## src/rtl/mcs4_clkgen.sv

```systemverilog
// MCS-4 two-phase clock, SYNC and power-on-clear generator running off sysclk,
// with run/stop and single instruction-cycle step control.
module mcs4_clkgen #(
  parameter int unsigned PERIOD     = 64,
  parameter int unsigned CLK1_W     = 16,
  parameter int unsigned CLK2_START = 32,
  parameter int unsigned CLK2_W     = 16,
  parameter int unsigned POC_CYCLES = 8
) (
  input  logic       sysclk,
  input  logic       rst_n,
  input  logic       run,
  input  logic       step,
  input  logic       poc_req,
  output logic       clk1_pad,
  output logic       clk2_pad,
  output logic       sync_pad,
  output logic       poc_pad,
  output logic       running,
  output logic [2:0] subcycle,
  output logic       cycle_done
);

  localparam int unsigned PW = $clog2(PERIOD + 1);

  localparam logic [PW-1:0] P_LAST    = PW'(PERIOD - 1);
  localparam logic [PW-1:0] P_CLK1_W  = PW'(CLK1_W);
  localparam logic [PW-1:0] P_CLK2_S  = PW'(CLK2_START);
  localparam logic [PW-1:0] P_CLK2_E  = PW'(CLK2_START + CLK2_W);
  localparam logic [7:0]    POC_LOAD  = 8'(POC_CYCLES);

  localparam logic [1:0] S_STOPPED = 2'd0;
  localparam logic [1:0] S_RUN     = 2'd1;
  localparam logic [1:0] S_STEP    = 2'd2;

  if (PERIOD < 2 || PERIOD > 256 || CLK1_W == 0 || CLK2_W == 0 ||
      CLK2_START < CLK1_W + 1 || CLK2_START + CLK2_W > PERIOD - 1 ||
      POC_CYCLES < 1 || POC_CYCLES > 255) begin : g_param_check
    $error("mcs4_clkgen: invalid clock parameters");
  end

  logic [1:0]    state, state_n;
  logic [PW-1:0] pcnt, pcnt_n;
  logic [2:0]    cyc, cyc_n;
  logic [7:0]    poc_cnt, poc_n;
  logic          step_d;
  logic          rise, boundary, active_n;
  logic          clk1_n, clk2_n, sync_n;

  // Next-state, counters and the output decode of the post-edge values.
  always_comb begin
    state_n  = state;
    pcnt_n   = pcnt;
    cyc_n    = cyc;
    poc_n    = poc_cnt;
    rise     = step & ~step_d;
    boundary = (state != S_STOPPED) && (pcnt == P_LAST) && (cyc == 3'd7);

    case (state)
      S_STOPPED: begin
        if (run)       state_n = S_RUN;
        else if (rise) state_n = S_STEP;
      end
      S_RUN:   if (boundary && !run) state_n = S_STOPPED;
      S_STEP:  if (boundary)         state_n = S_STOPPED;
      default: state_n = S_STOPPED;
    endcase

    if (state == S_STOPPED) begin
      pcnt_n = '0;
      cyc_n  = 3'd0;
    end else if (pcnt == P_LAST) begin
      pcnt_n = '0;
      cyc_n  = cyc + 3'd1;
    end else begin
      pcnt_n = pcnt + PW'(1);
    end

    if (poc_req)                         poc_n = POC_LOAD;
    else if (boundary && poc_cnt != 8'd0) poc_n = poc_cnt - 8'd1;

    active_n = (state_n != S_STOPPED);
    clk1_n   = active_n && (pcnt_n < P_CLK1_W);
    clk2_n   = active_n && (pcnt_n >= P_CLK2_S) && (pcnt_n < P_CLK2_E);
    sync_n   = active_n && (cyc_n == 3'd7);
  end

  always_ff @(posedge sysclk or negedge rst_n) begin
    if (!rst_n) begin
      state      <= S_STOPPED;
      pcnt       <= '0;
      cyc        <= 3'd0;
      step_d     <= 1'b0;
      poc_cnt    <= POC_LOAD;
      clk1_pad   <= 1'b0;
      clk2_pad   <= 1'b0;
      sync_pad   <= 1'b0;
      poc_pad    <= 1'b1;
      running    <= 1'b0;
      subcycle   <= 3'd0;
      cycle_done <= 1'b0;
    end else begin
      state      <= state_n;
      pcnt       <= pcnt_n;
      cyc        <= cyc_n;
      step_d     <= step;
      poc_cnt    <= poc_n;
      clk1_pad   <= clk1_n;
      clk2_pad   <= clk2_n;
      sync_pad   <= sync_n;
      poc_pad    <= (poc_n != 8'd0);
      running    <= active_n;
      subcycle   <= cyc_n;
      cycle_done <= boundary;
    end
  end

endmodule
```

## config.mk

```make
export PLATFORM = sky130hd
export DESIGN_NAME = mcs4_clkgen
export DESIGN_NICKNAME = d
export VERILOG_FILES = /design/src/rtl/mcs4_clkgen.sv
export SDC_FILE = /design/constraint.sdc
export NUM_CORES = 1
export LEC_CHECK = 0
export ABC_AREA = 0
export CORE_ASPECT_RATIO = 0.6
export CORE_MARGIN = 2
export CORE_UTILIZATION = 59
export DETAILED_ROUTE_END_ITERATION = 8
export PLACE_DENSITY = 0.91
export SYNTH_ARGS = -nofsm -noshare
export SYNTH_HDL_FRONTEND = slang
export SYNTH_SLANG_ARGS = --single-unit
```

## constraint.sdc

```tcl
create_clock -name sysclk -period 4.7 [get_ports sysclk]
set_input_delay 0.47 -clock sysclk [delete_from_list [all_inputs] [get_ports sysclk]]
set_output_delay 0.47 -clock sysclk [all_outputs]
set_load 0.05 [all_outputs]
```

* Word level (Yosys, flattened, before mapping)
Cells that the tools add are included.
** Operators by class
- Add/subtract/negate cells :: 3
- Multipliers :: 0
- Div/mod/pow operators :: 0
- Order comparisons :: 3
- Eq/ne operators :: 5
- Shift-type cells :: 0
- Mux-type cells :: 11
- Bitwise logic cells :: 2
- Reduce and logical (&&, ||, !) cells :: 14
** Operators with widths (count)
- $mux W8 :: 2
- $reduce_bool A8 Y1 :: 2
- $mux W7 :: 2
- $logic_and A1 B1 Y1 :: 8
- $mux W2 :: 4
- $sub A8 B1 Y8 const B :: 1
- $add A7 B1 Y7 const B :: 1
- $eq A7 B6 Y1 const B :: 1
- $ge A7 B6 Y1 const B :: 1
- $lt A7 B5 Y1 const B :: 1
- $lt A7 B6 Y1 const B :: 1
- $eq A3 B3 Y1 const B :: 2
- $mux W3 :: 2
- $pmux W2 S3 :: 1
- $reduce_bool A2 Y1 :: 2
- $add A3 B1 Y3 const B :: 1
- $eq A2 B1 Y1 const B :: 1
- $eq A2 B2 Y1 const B :: 1
- $logic_not A2 Y1 :: 1
- $and A1 B1 Y1 :: 1
- $logic_not A1 Y1 :: 1
- $not A1 Y1 :: 1
** Storage, ports and cells
- Register bits after elaboration :: 27
- Latch bits :: 0
- Memory bits (writable) :: 0
- ROM bits :: 0
- Input bits :: 5
- Output and inout port bits :: 9
- Logic and storage cells :: 49
- Memories kept :: 0

* Depth between registers and ports, before layout
Gate-level depths: netlist of run 1.
- Word-level depth :: 9
- Depth in mapped cells :: 8
- Depth with buffers taken out :: 8

* Worst setup path after synthesis of run 1
Ideal clock, no wire load.
- Path type :: register -> register
- Start :: register cyc[0]
- End :: register poc_pad
- Library setup time :: 67 ps
- Arrival time :: 2058 ps
- Data required time :: 4633 ps
- Setup slack :: 2575 ps
- Stages on the path, launching flop included :: 8
- Buffers on the path :: 0
- Period minus slack after synthesis :: 2125 ps
- Cells stage by stage :: dfrtp_1 ha_1 ha_1 o21a_1 nand3_2 or4b_1 a21oi_2 nand4b_1
** Between the ends
- Word-level cells in the longest chain between the ends :: 6
** RTL lines
- start, declared :: RTL line 44 : logic [2:0] cyc, cyc_n;
- start signal, assigned :: RTL line 105 : cyc <= cyc_n;
- $eq A3 B3 Y1 :: RTL line 57 : boundary = (state != S_STOPPED) && (pcnt == P_LAST) && (cyc == 3'd7);
- $logic_and A1 B1 Y1 :: RTL line 57
- $logic_and A1 B1 Y1 :: RTL line 80 : else if (boundary && poc_cnt != 8'd0) poc_n = poc_cnt - 8'd1;
- $mux W8 :: RTL line 80
- $mux W8 :: RTL line 79 : if (poc_req) poc_n = POC_LOAD;
- net poc_n[5] :: RTL line 45 : logic [7:0] poc_cnt, poc_n;
- $reduce_bool A8 Y1 :: RTL line 111 : poc_pad <= (poc_n != 8'd0);
- end signal, assigned :: RTL line 111
- end, declared :: RTL line 18 : output logic poc_pad,
The timed path passes the listed nets, and every way through them passes these cells.

* Final worst setup path of run 1
- Start :: register poc_pad
- End :: output port poc_pad
No word-level cell between the ends.

==> reports/qor.csv, run 1 <==
stage;metric;value;unit
yosys;Mapped Cells;124;
cts;clk_lat worst skew;270;ps
yosys;number of synthesized flops with an enable pin;0;
die;height of the chip;41.3;um
setup_path;worst-path cell chain;clkdlybuf4s50_1;
timing;slew of the pin with the lowest slew margin;509;ps
timing;Slew headroom;65.9;%
placed_design;DP HPWL;1970;um
yosys;Synth Area per Inst;11.0;um^2
yosys;Synth Warn #;0;
cts;Clock Tree Buf Depth;2;
timing;final worst setup slack;2640;ps
setup_path;CP Capture Type;output port;
die;Core Rows;13;
drt;drt wl/cell;16.1;um
pwr;Pwr Density;390;nW/um^2
outcome;status;completed;
cts;clock-pin slew on the worst setup and hold paths;90;ps
cells_and_area;Filler cells;163;
cts;root buf cell;clkbuf_8;
setup_path;Crit Path Max Fanout;1;
placed_design;routability cong.;0.862;
setup_path;CP max stage delay;790;ps
drt;DR DRC count;0;
grt;vias in the first global route;926;
yosys;Synth cell types;50;
cells_and_area;layout overhead on the synthesized area;14.5;%
yosys;#FFs+latches synth;27;
timing;setup total negative slack;0;ps
cts;post_cts resized;0;
worst_hold_path;Hold Path Class;reg2reg;
setup_path;critical path's slowest cell;clkdlybuf4s50_1;
drt;Post-Route WL;2720;um
flow_run;MaxCap Viol Count;0;
drt;Vias/cell;6.04;
cells_and_area;Finished Core Util;71.7;%
drt;Routed Antenna Nets;0;
grt;first-pass GRT wire length;4510;um
timing;Fin. Hold Viols;0;
die;Starting Density;62.6;%
yosys;top cells by area, synth;dfrtp_1 (46%), ha_1 (4.6%), dfstp_2 (3.8%);
cells_and_area;commonest cells after routing, fill and taps aside;dfrtp_1 (25), nor2_1 (14), clkdlybuf4s50_1 (13), inv_1 (7);
yosys;Synth top area share;45.8;%
timing;fmax;486;MHz
yosys;syn nets;134;
placed_design;dpl ws;2740;ps
grt;GRT overflow;0;
yosys;Netlist Area Pre-Place;1370;um^2
setup_path;Worst EP required;4230;ps
cells_and_area;Nets;150;
setup_path;Top Family by Delay on Critical Path;buffers and inverters;
timing;fin crit period;2060;ps
drt;via count;1020;
cts;CTS Buf Count;3;
setup_path;FF-to-FF Start;cyc[0];
die;die width;66.1;um
drt;DRT iter0 DRCs;96;
cts;Setup Buffers After CTS;0;
cts;hold buffers post-CTS;0;
timing;Final Max Tran Viols;0;
grt;GRT Total Usage;23.5;%
timing;RSZ-0062 raised after global routing;false;
die;placeable core area;2180;um^2
grt;initial antenna violation count;0;
die;area of the die;2730;um^2
cts;H-tree lvl count;1;
timing;Clock Skews;4.43;ps
setup_path;Crit Path Class;reg2out;
yosys;top cell type by total area after synthesis;dfrtp_1;
timing;Final period util;43.7;%
drt;DR pass1 iterations;4;
cells_and_area;layout cells sized above 1;14.4;%
pwr;total power;610;uW
setup_path;Buf+Inv Stages, Crit Path;1;
die;IO Count;14;
yosys;Synth Flop Type;dfrtp_1;
worst_hold_path;hold_sp;pcnt[0];
setup_path;Arr. time, crit path;1590;ps
cts;CTS tree;yes;
grt;pin count of the biggest net entering global routing;28;
setup_path;Setup crit start;poc_pad;
setup_path;Worst setup SP type;register;
timing;Final Setup Violations;0;
yosys;sequential area share after synthesis;49.7;%
cells_and_area;Ant. Diodes;0;
yosys;post-synthesis async set-or-reset flop share;100;%
placed_design;I/O Buffers;13;
pwr;Peak supply drop;297;uV
pwr;Leakage;0.000645;uW
cts;Sink Count;27;
cells_and_area;commonest non-fill, non-tap cell in the layout;dfrtp_1;
area by class of cell:
class | instances | area [um^2] | share of cell area, %
clock buffers | 3 | 41.3 | 2.64
clock inverters | 1 | 5.00 | 0.320
inverters | 8 | 30.0 | 1.92
multi-input cells | 86 | 633 | 40.5
flip-flops and latches | 27 | 678 | 43.4
well taps | 30 | 37.5 | 2.40
repair buffers | 14 | 138 | 8.81
layer usage:
metal / track usage, % / vias up / share of wire (%)
li1: - / 478 / -
met1: 33.2 / 485 / 49
met2: 36.3 / 53 / 44
met3: 6.04 / 4 / 7.0
met4: 6.63 / 0 / 0.77
met5: 0 / - / 0
metrics by stage:
step / hold slack [ps] / std cells / cell area [um^2]
finish: 497 / 169 / 1560
detailed placement: 496 / 165 / 1520
global route: 529 / 169 / 1560
floorplan: 174 / 124 / 1370
global placement: 448 / 165 / 1520
CTS: 497 / 169 / 1560
report_power, final:
part | leakage, uW | switching, uW | total (uW) | internal [uW]
clock network | 0.0000255 | 71.1 | 131 | 59.5
logic | 0.000278 | 101 | 176 | 75.3
registers | 0.000341 | 30.5 | 303 | 272
total | 0.000645 | 203 | 610 | 407
cells in the mapped netlist, types with 3 or more instances:
library cell,number
dfrtp_1,25
nor2_1,14
inv_1,7
ha_1,5
nor3_1,5
xnor2_1,5
a21oi_1,4
a31oi_1,3
and4_2,3
o21a_1,3
state kept, by name (all words and copies together), names as in the netlist:
| register | cells |
|---|---|
| pcnt | 7 |
| poc_pad | 1 |
| poc_cnt | 8 |
| clk1_pad | 1 |
| running | 1 |
| sync_pad | 1 |
| cyc | 3 |
| clk2_pad | 1 |
| step_d | 1 |
| cycle_done | 1 |
| state | 2 |
worst paths after layout:
check	endpoint	slack, ps	cells after the start
setup / recovery	poc_pad	2640	1
hold / removal	pcnt[0]	500	1
setup reg to reg	poc_pad	2670	8
hold reg to reg	pcnt[0]	500	1
max in group asynchronous	poc_pad	3840	2
min in group asynchronous	poc_cnt[2]	550	2
logic make-up after synthesis:
family	after synthesis	share of synthesized area (%)
flops	27	49.7
buf+inv	11	3.94
simple gates	50	23.8
xor+xnor	7	4.49
mux	2	1.47
compound gates	22	12.0
fa+ha+maj	5	4.58
Note: power is estimated with default switching activity, not from simulation.
==> inputs of run 2 (changes only) <==
--- a/config.mk
+++ b/config.mk
@@ -8,9 +8,9 @@
 export ABC_AREA = 0
 export CORE_ASPECT_RATIO = 0.6
 export CORE_MARGIN = 2
-export CORE_UTILIZATION = 59
+export CORE_UTILIZATION = 55
 export DETAILED_ROUTE_END_ITERATION = 8
-export PLACE_DENSITY = 0.91
+export PLACE_DENSITY = 0.87
 export SYNTH_ARGS = -nofsm -noshare
 export SYNTH_HDL_FRONTEND = slang
 export SYNTH_SLANG_ARGS = --single-unit
==> constraint.sdc (replaced) <==
create_clock -name sysclk -period 2.1 [get_ports sysclk]
set_input_delay 0.21 -clock sysclk [delete_from_list [all_inputs] [get_ports sysclk]]
set_output_delay 0.21 -clock sysclk [all_outputs]
set_load 0.05 [all_outputs]
==> reports/qor.csv, run 2 (synthesis results as in run 1) <==
stage;metric;value;unit
setup_path;CP Capture Type;register;
drt;DRT iter0 DRCs;85;
grt;GRT Total Usage;20.7;%
drt;Vias/cell;5.76;
cts;clk_lat worst skew;270;ps
timing;fmax;512;MHz
cts;clock-pin slew on the worst setup and hold paths;90;ps
grt;initial antenna violation count;0;
placed_design;I/O Buffers;13;
grt;first-pass GRT wire length;4400;um
timing;fin crit period;1950;ps
cells_and_area;Nets;154;
timing;Final Max Tran Viols;0;
die;IO Count;14;
timing;RSZ-0062 raised after global routing;false;
setup_path;Worst EP required;2280;ps
setup_path;Crit Path Class;reg2reg;
cells_and_area;layout overhead on the synthesized area;18.1;%
placed_design;DP HPWL;1910;um
setup_path;Worst setup SP type;register;
setup_path;Setup crit start;cyc[0];
cts;Sink Count;27;
setup_path;CP max stage delay;430;ps
timing;slew of the pin with the lowest slew margin;504;ps
grt;M1 GR Usage;30.9;%
setup_path;Crit Path Max Fanout;9;
cells_and_area;Filler cells;167;
grt;pin count of the biggest net entering global routing;28;
outcome;status;completed;
pwr;Switching Share;32.7;%
pwr;Leakage;0.000664;uW
drt;via count;997;
timing;Clock Skews;2.62;ps
die;Core Rows;13;
grt;GRT overflow;0;
pwr;Clk network pwr share;21.1;%
cts;H-tree lvl count;1;
cts;root buf cell;clkbuf_8;
cells_and_area;biggest registers after layout;poc_cnt: 8 flops, pcnt: 7 flops, cyc: 3 flops;
cells_and_area;Largest register FFs;8;
setup_path;Arr. time, crit path;2130;ps
setup_path;FF-to-FF Start;cyc[0];
cells_and_area;Finished Core Util;71.3;%
pwr;combinational share of power;29.0;%
cts;CTS tree;yes;
timing;Fin. Hold Viols;0;
cells_and_area;commonest cells after routing, fill and taps aside;dfrtp_1 (23), nor2_1 (14), clkdlybuf4s50_1 (13), inv_1 (7);
worst_hold_path;Hold Path Class;in2async;
setup_path;critical path's slowest cell;dfrtp_2;
setup_path;worst-path cell chain;ha_1 -> ha_1 -> o21a_1 -> nand3_2 -> inv_2 -> and4_2 -> nor4_2 -> nand4b_1;
grt;grt met2 use;29.9;%
pwr;Pwr Density;844;nW/um^2
die;die width;68.3;um
cts;Clock Tree Buf Depth;2;
drt;DR DRC count;0;
cells_and_area;multi-input logic area;651;um^2
cells_and_area;Ant. Diodes;0;
grt;most used routing layer;met1;
cells_and_area;commonest non-fill, non-tap cell in the layout;dfrtp_1;
timing;final hold slack;304;ps
die;placeable core area;2260;um^2
timing;Final period util;93.0;%
cells_and_area;layout cells sized above 1;18.9;%
cells_and_area;register area;681;um^2
pwr;Flop pwr share;49.9;%
pwr;Peak supply drop;663;uV
die;height of the chip;42.6;um
pwr;Net Sw Power;445;uW
drt;Post-Route WL;2690;um
grt;met3 usage;5.65;%
die;Starting Density;60.4;%
die;area of the die;2910;um^2
cts;hold buffers post-CTS;0;
placed_design;routability cong.;0.875;
drt;DR pass1 iterations;4;
cells_and_area;largest reg by FF count;poc_cnt;
timing;Slew headroom;66.3;%
drt;Routed Antenna Nets;0;
cts;CTS Buf Count;3;
pwr;internal power;915;uW
grt;vias in the first global route;909;
setup_path;most frequent cell on the critical path;ha_1;
drt;drt wl/cell;15.6;um
timing;Final Setup Violations;0;
flow_run;MaxCap Viol Count;0;
timing;setup total negative slack;0;ps
## run 2: path summary, 6_finish.rpt
path                              endpoint  slack [ps]  cells after the start
worst max-delay path               poc_pad         150                      8
worst min-delay path            poc_cnt[1]         300                      2
worst max register to register     poc_pad         150                      8
worst min register to register     pcnt[0]         480                      1
max in group asynchronous          poc_pad        1490                      2
min in group sysclk                 step_d         420                      1
## run 2: repair_timing
item | CTS | global route
setup buffers | 0 | 1
resized for setup | 0 | 3
setup endpoints to repair | 0 | 1
## run 2: power by group through the flow
stage | Combinational, uW | Sequential (uW) | Clock, uW
global placement | 380 | 679 | 0
global route | 430 | 688 | 316
floorplan | 197 | 761 | 0
detailed placement | 393 | 687 | 0
finish | 394 | 678 | 288
CTS | 397 | 677 | 290
## run 2: layout make-up
type / count / share of cell area [%]
Sequential cell: 27 / 42.2
Multi-Input combinational cell: 86 / 40.4
Timing Repair Buffer: 18 / 10.4
Clock buffer: 4 / 2.80
Tap cell: 30 / 2.33
Inverter: 8 / 1.86
## run 2: critical path, delay by kind of cell (launching register included)
family	cells	cell delay [ps]
AOI/OAI and AO/OA	1	120
adders and majority gates	2	400
buffers and inverters	1	110
DFF	1	430
and+or+nand+nor	4	810
## run 2: metal layers
metal	up-vias	share of wire (%)
met4	0	0.52
met1	483	50
met5	-	0
met3	2	5.7
li1	483	-
met2	29	44
## run 2: through the flow
step / instances / setup WS [ps] / total power, uW / cell area [um^2]
floorplan: 124 / 124 / 958 / 1370
global placement: 168 / 231 / 1060 / 1540
detailed placement: 168 / 145 / 1080 / 1540
CTS: 172 / 115 / 1360 / 1590
global route: 173 / 2.40 / 1440 / 1610
finish: 173 / 147 / 1360 / 1610
==> inputs of run 3 (changes only) <==
--- a/config.mk
+++ b/config.mk
@@ -5,12 +5,12 @@
 export SDC_FILE = /design/constraint.sdc
 export NUM_CORES = 1
 export LEC_CHECK = 0
-export ABC_AREA = 0
+export ABC_AREA = 1
 export CORE_ASPECT_RATIO = 0.6
 export CORE_MARGIN = 2
 export CORE_UTILIZATION = 55
 export DETAILED_ROUTE_END_ITERATION = 8
-export PLACE_DENSITY = 0.87
+export PLACE_DENSITY = 0.86
 export SYNTH_ARGS = -nofsm -noshare
 export SYNTH_HDL_FRONTEND = slang
 export SYNTH_SLANG_ARGS = --single-unit
==> reports/qor.csv, run 3 <==
stage;metric;value;unit
outcome;status;completed;
cells_and_area;layout cells sized above 1;11.9;%
yosys;top cells by area, synth;dfrtp_1 (44%), nand2_1 (13%), inv_1 (7.1%);
worst_hold_path;Hold Path Class;in2async;
drt;via count;1154;
grt;GRT overflow;0;
setup_path;Crit Path Max Fanout;1;
cells_and_area;Finished Cell Area;1660;um^2
yosys;number of synthesized flops with an enable pin;0;
setup_path;CP max stage delay;800;ps
timing;RSZ-0062 raised after global routing;false;
timing;Final Setup Violations;0;
yosys;Synth cell types;23;
setup_path;Crit Path Class;reg2out;
cts;clk_lat worst skew;280;ps
drt;DRT iter0 DRCs;73;
cts;root buf cell;clkbuf_8;
setup_path;worst-path cell chain;clkdlybuf4s50_1;
cts;Sink Count;27;
cells_and_area;Nets;204;
cells_and_area;biggest registers after layout;poc_cnt: 8 flops, pcnt: 7 flops, cyc: 3 flops;
die;die width;70.0;um
flow_run;MaxCap Viol Count;0;
drt;Routed Antenna Nets;0;
grt;vias in the first global route;1070;
placed_design;I/O Buffers;13;
cells_and_area;commonest non-fill, non-tap cell in the layout;nand2_1;
drt;DR pass1 iterations;5;
drt;Post-Route WL;3070;um
die;Core Rows;14;
cells_and_area;Ant. Diodes;0;
placed_design;routability cong.;0.877;
timing;Fin. Hold Viols;0;
pwr;Pwr Density;999;nW/um^2
yosys;Mapped Cells;175;
grt;first-pass GRT wire length;4830;um
cells_and_area;largest reg by FF count;poc_cnt;
timing;slew of the pin with the lowest slew margin;516;ps
setup_path;Arr. time, crit path;1630;ps
die;height of the chip;43.6;um
setup_path;Top Family by Delay on Critical Path;buffers and inverters;
setup_path;Worst EP required;1890;ps
timing;fmax;544;MHz
timing;Final period util;87.5;%
die;area of the die;3050;um^2
placed_design;dpl ws;374;ps
pwr;Peak supply drop;621;uV
cells_and_area;Filler cells;198;
die;Starting Density;57.7;%
yosys;post-synthesis async set-or-reset flop share;100;%
setup_path;critical path's slowest cell;clkdlybuf4s50_1;
grt;GRT Total Usage;21.1;%
setup_path;Buf+Inv Stages, Crit Path;1;
yosys;sequential area share after synthesis;47.2;%
cts;H-tree lvl count;1;
setup_path;Worst setup SP type;register;
yosys;Synth Flop Type;dfrtp_1;
setup_path;CP Capture Type;output port;
yosys;#FFs+latches synth;27;
yosys;most common cell in the netlist;nand2_1;
yosys;top cell type by total area after synthesis;dfrtp_1;
yosys;Netlist Area Pre-Place;1440;um^2
grt;pin count of the biggest net entering global routing;28;
drt;Vias/cell;5.13;
cts;clock-pin slew on the worst setup and hold paths;100;ps
cts;CTS tree;yes;
timing;final worst setup slack;262;ps
timing;Final Max Tran Viols;0;
cts;CTS Buf Count;3;
cts;Setup Buffers After CTS;0;
cells_and_area;layout overhead on the synthesized area;15.9;%
timing;Clock Skews;6.08;ps
pwr;Leakage;0.000931;uW
drt;drt wl/cell;13.6;um
cells_and_area;Largest register FFs;8;
yosys;syn nets;185;
cts;hold buffers post-CTS;0;
placed_design;Post-DP Area;1610;um^2
die;IO Count;14;
placed_design;dpl cells;221;
cts;post_cts resized;0;
cts;Clock Tree Buf Depth;2;
grt;initial antenna violation count;0;
timing;fin crit period;1840;ps
placed_design;DP HPWL;2330;um
yosys;Synth Area per Inst;8.21;um^2
drt;DR DRC count;0;
timing;setup total negative slack;0;ps
die;placeable core area;2490;um^2
yosys;Synth top area share;43.6;%
cells_and_area;non-filler instance count after layout;225;
timing;Slew headroom;65.5;%
yosys;most frequent cells after synthesis;nand2_1 (51), inv_1 (27), dfrtp_1 (25);
cells_and_area;commonest cells after routing, fill and taps aside;nand2_1 (51), inv_1 (27), dfrtp_1 (25), nor2_1 (20), clkdlybuf4s50_1 (13);
yosys;Synth Warn #;0;
[run 3: cell count changes in the layout (fill, tap and decap cells not counted), sizes merged, moves of 5 or more]
cell | before | now
nand2 | 2 | 57
o21ai | 1 | 6
nor2 | 15 | 27
nand3 | 3 | 10
nor3 | 5 | 0
inv | 8 | 30
[run 3: cells by family after synthesis]
kind of cell / count (synthesis) / synth area share, %
buffers and inverters: 29 / 7.58
AND/OR/NAND/NOR: 100 / 35.0
flip-flops: 27 / 47.2
adder cells (fa/ha/maj): 5 / 4.36
XOR/XNOR: 3 / 1.83
AO/OA/AOI/OAI: 11 / 4.01
[run 3: stage by stage]
step / utilization, % / hold WS (ps) / power [uW]
after floorplan: - / -85.6 / 1160
after global placement: 64.9 / 444 / 1310
after detailed placement: 64.9 / 485 / 1360
after CTS: 66.9 / 295 / 1670
after global routing: 66.9 / 330 / 1750
final: 66.9 / 286 / 1660
[run 3: cell type report]
class	instances	area (um^2)	area share, %
sequential	27	678	40.8
multi-input combinational	119	649	39.0
timing repair buffer	14	138	8.27
inverter	29	109	6.54
clock buffer	3	41.3	2.48
tap	32	40.0	2.41
clock inverter	1	8.76	0.526
[run 3: worst reg2reg max path: stages (launching register included)]
cell and delay (ps):
dfrtp_1 420, ha_1 180, ha_1 150, inv_1 50, nor2_1 120, nand3_2 170, nor2_4 210, nand2_1 80
nand3_1 110, nand2_1 70, nor2_1 100, nand2_1 50
[run 3: layer usage]
| metal | part of all wire (%) | GRT usage [%] | wire, um | vias to the layer above |
|---|---|---|---|---|
| met2 | 46 | 35.2 | 1430 | 43 |
| met5 | 0 | 0 | 0 | - |
| met4 | 1.5 | 6.15 | 46 | 0 |
| met3 | 6.3 | 5.12 | 193 | 9 |
| li1 | - | - | - | 574 |
| met1 | 46 | 28.1 | 1410 | 528 |
[run 3: worst paths after layout]
kind,from,endpoint,slack [ps],cells after the start
setup / recovery,poc_pad,poc_pad,260,1
max in group asynchronous,rst_n,poc_pad,1500,2
hold reg to reg,pcnt[0],pcnt[0],490,1
min in group sysclk,step,step_d,390,1
setup reg to reg,cyc[0],poc_pad,330,11
hold / removal,rst_n,clk1_pad,290,2
[run 3: where the power goes]
| part | internal [uW] | total, uW | switching (uW) |
|---|---|---|---|
| registers | 629 | 712 | 83.3 |
| clock network | 140 | 315 | 175 |
| logic | 213 | 636 | 423 |
| total | 982 | 1660 | 681 |
